[src/rtl/ps2_pkg.sv]
// rtl/ps2_pkg.sv - shared types and constants for the PS/2 keyboard receiver
package ps2_pkg;

    typedef enum logic [1:0] {
        ST_IDLE   = 2'd0,
        ST_DATA   = 2'd1,
        ST_PARITY = 2'd2,
        ST_STOP   = 2'd3
    } ps2_state_e;

    localparam logic [7:0] PS2_BREAK_CODE = 8'hF0;

    // keyboardData bit positions
    localparam int KBD_VALID_BIT = 15;
    localparam int KBD_OVF_BIT   = 14;
    localparam int KBD_BREAK_BIT = 8;

    // Odd parity: data bits plus parity bit must contain an odd number of ones.
    function automatic logic odd_parity_ok(input logic [7:0] data, input logic par);
        return ^{data, par};
    endfunction

endpackage

[src/rtl/ps2_fifo.sv]
// rtl/ps2_fifo.sv - small synchronous FIFO holding received scan-code entries
//
// Ports: clk_i, rst_ni (async active-low), push_i/wdata_i write side,
// pop_i read side, full_o/empty_o status, head_o = oldest entry.
// A pop on an empty FIFO is ignored; a push on a full FIFO lands only if
// a pop happens in the same cycle.
module ps2_fifo #(
    parameter int DEPTH = 8,
    parameter int WIDTH = 9
) (
    input  logic             clk_i,
    input  logic             rst_ni,
    input  logic             push_i,
    input  logic             pop_i,
    input  logic [WIDTH-1:0] wdata_i,
    output logic             full_o,
    output logic             empty_o,
    output logic [WIDTH-1:0] head_o
);

    localparam int AW = $clog2(DEPTH);

    logic [WIDTH-1:0] mem_q [DEPTH];
    logic [AW-1:0]    wr_ptr_q, rd_ptr_q;
    logic [AW:0]      count_q;
    logic             do_push, do_pop;

    assign empty_o = (count_q == '0);
    assign full_o  = (count_q == (AW+1)'(DEPTH));
    assign head_o  = mem_q[rd_ptr_q];
    assign do_pop  = pop_i & ~empty_o;
    assign do_push = push_i & (~full_o | do_pop);

    always_ff @(posedge clk_i) begin
        if (do_push) begin
            mem_q[wr_ptr_q] <= wdata_i;
        end
    end

    // Pointers wrap naturally because DEPTH is a power of two.
    always_ff @(posedge clk_i or negedge rst_ni) begin
        if (!rst_ni) begin
            wr_ptr_q <= '0;
            rd_ptr_q <= '0;
            count_q  <= '0;
        end else begin
            if (do_push) wr_ptr_q <= wr_ptr_q + AW'(1);
            if (do_pop)  rd_ptr_q <= rd_ptr_q + AW'(1);
            case ({do_push, do_pop})
                2'b10:   count_q <= count_q + (AW+1)'(1);
                2'b01:   count_q <= count_q - (AW+1)'(1);
                default: count_q <= count_q;
            endcase
        end
    end

endmodule

[src/rtl/ps2_keyboard.sv]
// rtl/ps2_keyboard.sv - PS/2 keyboard receiver with scan-code FIFO and interrupt request
//
// Ports: clk, rst (async active-low), ps2Clk/ps2Data raw PS/2 lines,
// dataAck pop strobe, keyboardData {valid, overflow, 5'b0, break, code},
// hardwareInterruptSignal/hardwareInterruptIndex interrupt request.
// Optional macro PS2_BREAK_FILTER_EN: fold the 0xF0 prefix into bit 8 of
// the following byte instead of queueing it.
module ps2_keyboard
    import ps2_pkg::*;
#(
    parameter int         FIFO_DEPTH     = 8,
    parameter int         FILTER_LEN     = 4,
    parameter int         TIMEOUT_CYCLES = 25000,
    parameter logic [3:0] IRQ_INDEX      = 4'd1
) (
    input  logic        clk,
    input  logic        rst,
    input  logic        ps2Clk,
    input  logic        ps2Data,
    input  logic        dataAck,
    output logic [15:0] keyboardData,
    output logic        hardwareInterruptSignal,
    output logic [3:0]  hardwareInterruptIndex
);

    localparam int FW = $clog2(FILTER_LEN + 1);
    localparam int TW = $clog2(TIMEOUT_CYCLES + 1);

    logic [1:0]    clk_sync_q, data_sync_q;
    logic          filt_q, filt_d;
    logic [FW-1:0] filt_cnt_q, filt_cnt_d;
    logic          filt_fall, rx_bit;

    ps2_state_e    state_q, state_d;
    logic [2:0]    bit_cnt_q, bit_cnt_d;
    logic [7:0]    shift_q, shift_d;
    logic          par_ok_q, par_ok_d;
    logic [TW-1:0] to_cnt_q, to_cnt_d;
    logic          ovf_q, ovf_d;

    logic          push;
    logic [8:0]    push_data;
    logic          fifo_full, fifo_empty;
    logic [8:0]    fifo_head;

`ifdef PS2_BREAK_FILTER_EN
    logic brk_q, brk_d;
`endif

    // Filtered clock follows the synchronised clock only after FILTER_LEN
    // consecutive disagreeing samples; any agreeing sample restarts the run.
    always_comb begin
        filt_d     = filt_q;
        filt_cnt_d = '0;
        if (clk_sync_q[1] != filt_q) begin
            if (filt_cnt_q == FW'(FILTER_LEN - 1)) filt_d = clk_sync_q[1];
            else                                   filt_cnt_d = filt_cnt_q + FW'(1);
        end
    end

    assign filt_fall = filt_q & ~filt_d;
    assign rx_bit    = data_sync_q[1];

    always_comb begin
        state_d   = state_q;
        bit_cnt_d = bit_cnt_q;
        shift_d   = shift_q;
        par_ok_d  = par_ok_q;
        to_cnt_d  = to_cnt_q;
        push      = 1'b0;
        push_data = 9'd0;
`ifdef PS2_BREAK_FILTER_EN
        brk_d     = brk_q;
`endif

        // Mid-frame watchdog: restarted by every edge, aborts a stalled frame.
        if (state_q == ST_IDLE || filt_fall) begin
            to_cnt_d = '0;
        end else if (to_cnt_q == TW'(TIMEOUT_CYCLES - 1)) begin
            to_cnt_d = '0;
            state_d  = ST_IDLE;
        end else begin
            to_cnt_d = to_cnt_q + TW'(1);
        end

        if (filt_fall) begin
            case (state_q)
                ST_IDLE: begin
                    if (!rx_bit) begin
                        state_d   = ST_DATA;
                        bit_cnt_d = 3'd0;
                    end
                end
                ST_DATA: begin
                    shift_d   = {rx_bit, shift_q[7:1]};
                    bit_cnt_d = bit_cnt_q + 3'd1;
                    if (bit_cnt_q == 3'd7) state_d = ST_PARITY;
                end
                ST_PARITY: begin
                    par_ok_d = odd_parity_ok(shift_q, rx_bit);
                    state_d  = ST_STOP;
                end
                default: begin
                    state_d = ST_IDLE;
                    if (rx_bit && par_ok_q) begin
`ifdef PS2_BREAK_FILTER_EN
                        if (shift_q == PS2_BREAK_CODE) begin
                            brk_d = 1'b1;
                        end else begin
                            push      = 1'b1;
                            push_data = {brk_q, shift_q};
                            brk_d     = 1'b0;
                        end
`else
                        push      = 1'b1;
                        push_data = {1'b0, shift_q};
`endif
                    end
                end
            endcase
        end

        // Any ack clears overflow; a push onto a full FIFO with no ack sets it.
        if (dataAck)                ovf_d = 1'b0;
        else if (push && fifo_full) ovf_d = 1'b1;
        else                        ovf_d = ovf_q;
    end

    always_ff @(posedge clk or negedge rst) begin
        if (!rst) begin
            clk_sync_q  <= 2'b11;
            data_sync_q <= 2'b11;
            filt_q      <= 1'b1;
            filt_cnt_q  <= '0;
            state_q     <= ST_IDLE;
            bit_cnt_q   <= 3'd0;
            shift_q     <= 8'd0;
            par_ok_q    <= 1'b0;
            to_cnt_q    <= '0;
            ovf_q       <= 1'b0;
        end else begin
            clk_sync_q  <= {clk_sync_q[0], ps2Clk};
            data_sync_q <= {data_sync_q[0], ps2Data};
            filt_q      <= filt_d;
            filt_cnt_q  <= filt_cnt_d;
            state_q     <= state_d;
            bit_cnt_q   <= bit_cnt_d;
            shift_q     <= shift_d;
            par_ok_q    <= par_ok_d;
            to_cnt_q    <= to_cnt_d;
            ovf_q       <= ovf_d;
        end
    end

`ifdef PS2_BREAK_FILTER_EN
    always_ff @(posedge clk or negedge rst) begin
        if (!rst) brk_q <= 1'b0;
        else      brk_q <= brk_d;
    end
`endif

    ps2_fifo #(
        .DEPTH (FIFO_DEPTH),
        .WIDTH (9)
    ) u_fifo (
        .clk_i   (clk),
        .rst_ni  (rst),
        .push_i  (push),
        .pop_i   (dataAck),
        .wdata_i (push_data),
        .full_o  (fifo_full),
        .empty_o (fifo_empty),
        .head_o  (fifo_head)
    );

    always_comb begin
        keyboardData                = 16'd0;
        keyboardData[KBD_VALID_BIT] = ~fifo_empty;
        keyboardData[KBD_OVF_BIT]   = ovf_q;
        keyboardData[KBD_BREAK_BIT:0] = fifo_empty ? 9'd0 : fifo_head;
    end

    assign hardwareInterruptSignal = ~fifo_empty;
    assign hardwareInterruptIndex  = fifo_empty ? 4'd0 : IRQ_INDEX;

endmodule

[config.mk]
export PLATFORM = sky130hd
export DESIGN_NAME = ps2_keyboard
export DESIGN_NICKNAME = d
export VERILOG_FILES = /design/src/rtl/ps2_pkg.sv /design/src/rtl/ps2_fifo.sv /design/src/rtl/ps2_keyboard.sv
export SDC_FILE = /design/constraint.sdc
export NUM_CORES = 1
export LEC_CHECK = 0
export ABC_AREA = 1
export CORE_MARGIN = 2
export CORE_UTILIZATION = 55
export DETAILED_ROUTE_END_ITERATION = 7
export GPL_TIMING_DRIVEN = 0
export PLACE_DENSITY_LB_ADDON = 0.15
export SETUP_SLACK_MARGIN = 0.3
export SLEW_MARGIN = 20
export SYNTH_ARGS = -nofsm -noshare
export SYNTH_HDL_FRONTEND = slang
export SYNTH_HIERARCHICAL = 1
export SYNTH_SLANG_ARGS = --single-unit
[constraint.sdc]
create_clock -name clk -period 3.93 [get_ports clk]
set_clock_uncertainty 0.15 [all_clocks]
set_input_delay 0.5895 -clock clk [delete_from_list [all_inputs] [get_ports clk]]
set_output_delay 0.5895 -clock clk [all_outputs]
set_load 0.05 [all_outputs]
== Word level (Yosys, flattened, before mapping) ==
Memory sizes are Yosys's and may differ from the RTL's.
Index checks and enable logic that the tools add are counted.
Widths: inputs -> output; s select.

* Add/subtract/negate cells: 7
* Equality and inequality tests: 10
* Mux-type cells: 27
* Bitwise operators: 7
* Reductions and logical operators: 13

{| class="wikitable"
|+ Operators with widths
! kind !! number
|-
| $mux 15 || 2
|-
| $mux 8 || 3
|-
| $add 15x1->15 const B || 1
|-
| $eq 15x15->1 const B || 1
|-
| $add 3x1->3 const B || 4
|-
| $mux 1 || 10
|-
| $mux 2 || 5
|-
| $mux 3 || 3
|-
| $mux 9 || 1
|-
| $reduce_xor 9->1 || 1
|-
| $pmux 4 s2 || 1
|-
| $pmux 2 s3 || 1
|-
| $pmux 3 s2 || 1
|-
| $reduce_bool 2->1 || 3
|-
| $add 4x1->4 const B || 1
|-
| $eq 2x1->1 const B || 2
|-
| $eq 2x2->1 const B || 2
|-
| $eq 4x4->1 const B || 1
|-
| $logic_not 4->1 || 1
|-
| $reduce_and 2->1 || 2
|-
| $sub 4x1->4 const B || 1
|-
| $and 1x1->1 || 3
|-
| $eq 3x2->1 const B || 1
|-
| $eq 3x3->1 const B || 1
|-
| other kinds (9) || 12
|}

* Flip-flop bits (word level): 48
* RAM bits: 64
* Output and inout port bits: 21
* Memories: 1

{| class="wikitable"
|+ Memory list
! name !! words !! width !! rd ports !! clocked after Yosys merged registers in !! wr ports !! line !! text
|-
| u_fifo.mem_q || 8 || 8 || 1 || 0 || 1 || ps2_fifo.sv:23 || <nowiki>logic [WIDTH-1:0] mem_q [DEPTH];</nowiki>
|}

== Logic depth before layout (Yosys ltp) ==
* Depth after elaboration: 10
* Gate-level depth with buffers: 16
* Mapped depth without buffers: 16

== Modules after synthesis ==
The synthesis kept the hierarchy.

{| class="wikitable"
|+ Modules (own cells, without submodules)
! module !! times used !! cells an instance !! area an instance (um^2) !! seq. area each (um^2)
|-
| ps2_fifo || 1 || 278 || 3,440.8 || 2,412.3
|-
| ps2_keyboard || 1 || 284 || 2,245.9 || 957.2
|}

== Worst setup path after synthesis ==
OpenSTA, ideal clock, no wires.

* Path type: flip-flop to output port
* Start: register u_fifo.rd_ptr_q[0]
* End: output port keyboardData[2]
* Arrival: 1.717 ns
* Required time: 3.191 ns
* Slack: 1.474 ns
* Stages on the path, launching flop included: 10
* Buffers on the path: 2
* Cells stage by stage: dfrtp_1 buf_4 inv_4 buf_4 nor2_1 o21ai_0 nand2_1 nand2_1 inv_1 nor2_1

* Longest elaborated chain between the ends: 2

{| class="wikitable"
|+ Ends and longest elaborated chain
! item !! line !! text
|-
| start: declaration || ps2_fifo.sv:24 || <nowiki>logic [AW-1:0] wr_ptr_q, rd_ptr_q;</nowiki>
|-
| start signal: assignment || ps2_fifo.sv:48 || <nowiki>if (do_pop) rd_ptr_q <= rd_ptr_q + AW'(1);</nowiki>
|-
| $mem_v2 8x8 || - ||
|-
| net fifo_head[2] || ps2_keyboard.sv:44 || <nowiki>logic [8:0] fifo_head;</nowiki>
|-
| $mux 9 || ps2_keyboard.sv:180 || <nowiki>keyboardData[KBD_BREAK_BIT:0] = fifo_empty ? 9'd0 : fifo_head;</nowiki>
|-
| end: declaration || ps2_keyboard.sv:21 || <nowiki>output logic [15:0] keyboardData,</nowiki>
|}

The timed path passes the listed nets, and every way through them passes these cells.

== Worst setup path in the final report ==
* Start: register u_fifo.rd_ptr_q[0]
* End: output port keyboardData[4]

The elaborated chain is that of the path after synthesis.

==> results.toml <==
[outcome]
outcome = "complete, no violations"

[power_and_ir_drop]
total_power_w = 0.00458
ir_drop_v = 0.000390
powerDensity_mw_per_mm2 = 673
power_leakage_nw = 3.09

[floorplanning]
core-area_sq_mm = 0.0102
start_util = 0.558
die-area_sq_mm = 0.0112
die_x_um = 106
row_count = 37
pin_count = 26
die_h_um = 106

[routing]
dr.pass1.iters = 4
drcViolationCount = 0
first_iter_violations = 223
ant_nets = 0
wl_per_cell_um = 14.9
vias = 3923
via_per_inst = 5.13
wl_mm = 11.4

[clocking]
cts_buffers = 17
path_clk_slew_ns = 0.05
root_buffer = "clkbuf_8"
clk_latency_ns = 0.51
post_cts.repair.setup_buffers = 0
htreeDepth = 4
clock_path_buffers = 2
cts.sinks = 120
tritoncts = "yes"

[logic_synthesis]
synth-seq-area-share = 0.593
ys_ff_latch = 120
yosys-top-cells-area = "edfxtp_1 38%, dfrtp_1 19%, nand2_1 6.7%"
syn_area_per_cell_sq_um = 10.1
synth_top_area_cell = "edfxtp_1"
syn_inst = 562
post-synth-top-area-fraction = 0.380
yosys_warnings = 6
syn_area_sq_mm = 0.00569
synth_cell_types = 42

[timing]
setup_violations = 0
finalCritPeriodShare = 0.875
rsz0062_at_grt = "false"
fmax_mhz = 291
worst_pin_slew_ns = 0.914
timing.hold.ws_ns = 0.206
maxSlewHeadroom = 0.388
slew_violations = 0
fin_crit_ns = 3.44
setup_tns_ns = 0
hold_viol_final = 0

[global_route]
grt_max_degree = 28
grt_pass1_vias = 3936
grt_usage = 0.222
grt_pass1_wl_mm = 18.8
antenna_found_initial = 0
grt_remaining_overflow = 0

[worst_setup_path]
reg2reg_depth = 15
critPathMaxFanout = 10
rrSetupSlack_ns = 1.14
rr_endpoint = "u_fifo/count_q[3]"
cp-end-kind = "output pin"
path_class = "reg -> out"
crit_arrival_ns = 2.70
cp-start-kind = "flop"
cp.required_ns = 3.19
r2r_start = "filt_cnt_q[0]"

[layout]
drive_above_1_share = 0.170
layout.cells.most_common_list = "102 x nand2_1, 93 x nor2_1, 72 x edfxtp_1, 53 x inv_1, 43 x dfrtp_1"
diodes = 0
final_core_utilization = 0.667
nets = 629
stdcell_area_sq_mm = 0.00680
final_common_cell = "nand2_1"
syn_to_final_growth_pct = 19.5

[placement]
hpwl_mm = 7.65
place_area_sq_mm = 0.00613
portBuffers = 17
gp_congestion = 0.810

[worst_hold_path]
hold_path_class = "reg -> reg"
worstHoldStart = "clk_sync_q[0]"
holdPathEnd = "clk_sync_q[1]"
holdPathStages = 0

[job]
drv_cap = 0
-- final cells by class --
class | count | area (sq um)
fill | 780 | 3390
sequential | 120 | 3370
multi-input combinational | 368 | 1970
clock buffer | 17 | 414
inverter | 64 | 243
clock inverter | 15 | 231
timing repair buffer | 19 | 218
buffer | 25 | 180
tap | 136 | 170
-- timing repair --
action,in CTS,in global routing
endpoints found under the setup margin,0,6
endpoints found under the hold margin,24,0
gates resized for setup,0,6
hold buffers,1,0
-- through the flow --
| stage | worst slack (ns) | cells |
|---|---|---|
| global placement | 0.702 | 730 |
| floorplan | 1.47 | 577 |
| CTS | 0.351 | 764 |
| finish | 0.490 | 764 |
| global route | 0.309 | 764 |
| detailed placement | 0.920 | 731 |
-- critical path: stages (launching register included) --
cell and delay [ns]:
dfrtp_1 0.40, buf_4 0.19, inv_4 0.12, buf_4 0.20, nor2_1 0.06, o22ai_1 0.16
nand2_1 0.08, nand2_1 0.06, inv_1 0.03, nor2_1 0.08, clkdlybuf4s50_1 0.81
-- routing by layer --
layer	wire length (um)	track usage	vias up
met3	381	0.0507	14
met2	5810	0.383	99
met5	0	0	-
met4	238	0.106	0
li1	-	-	1933
met1	4960	0.264	1877
-- flip-flops by register name, summed over array words and instances, names as in the netlist, 3 cells and up --
register         cells
to_cnt_q            15
bit_cnt_q            3
u_fifo/count_q       4
u_fifo/wr_ptr_q      3
shift_q              8
filt_cnt_q           3
u_fifo/rd_ptr_q      3
u_fifo/mem_q        72
-- how the worst max path moves through the flow --
stage / start / to / slack, ns / depth (start not counted)
floorplan: u_fifo/rd_ptr_q[0] / keyboardData[2] / 1.47 / 9
CTS: u_fifo/rd_ptr_q[0] / keyboardData[1] / 0.35 / 10
global route: u_fifo/rd_ptr_q[0] / keyboardData[3] / 0.31 / 10
global placement: rst / shift_q[4] / 0.70 / 1
finish: u_fifo/rd_ptr_q[0] / keyboardData[4] / 0.49 / 10
detailed placement: u_fifo/rd_ptr_q[0] / keyboardData[1] / 0.92 / 10
-- cell families after synthesis --
logic type,synth area share
DFF,0.593
AOI/OAI and AO/OA,0.0697
xor gates and xnor gates,0.0246
and+or+nand+nor,0.199
adders and majority gates,0.0211
buffers and inverters,0.0744
muxes,0.0178
other,0.000659
-- power by group --
| group | switching, W | total (W) | internal (W) |
|---|---|---|---|
| registers | 0.0000641 | 0.00147 | 0.00141 |
| logic | 0.000943 | 0.00142 | 0.000475 |
| clock network | 0.000541 | 0.00169 | 0.00115 |
-- Yosys cell counts, drive strengths merged --
cell      n
o22ai     9
nor3     14
clkinv    2
clkbuf    2
o211ai    1
a31oi     1
o21ai    51
mux2i     9
dfrtp    43
conb      1
buf      23
inv      62
nand4     2
fa        1
dfstp     5
nand2   110
ha        8
or2       1
a21oi     6
xor2     12
mux2      1
nand3    23
nor2     96
nor3b     3
edfxtp   72
xnor2     4
No activity file was read; power rests on OpenSTA's default activity.
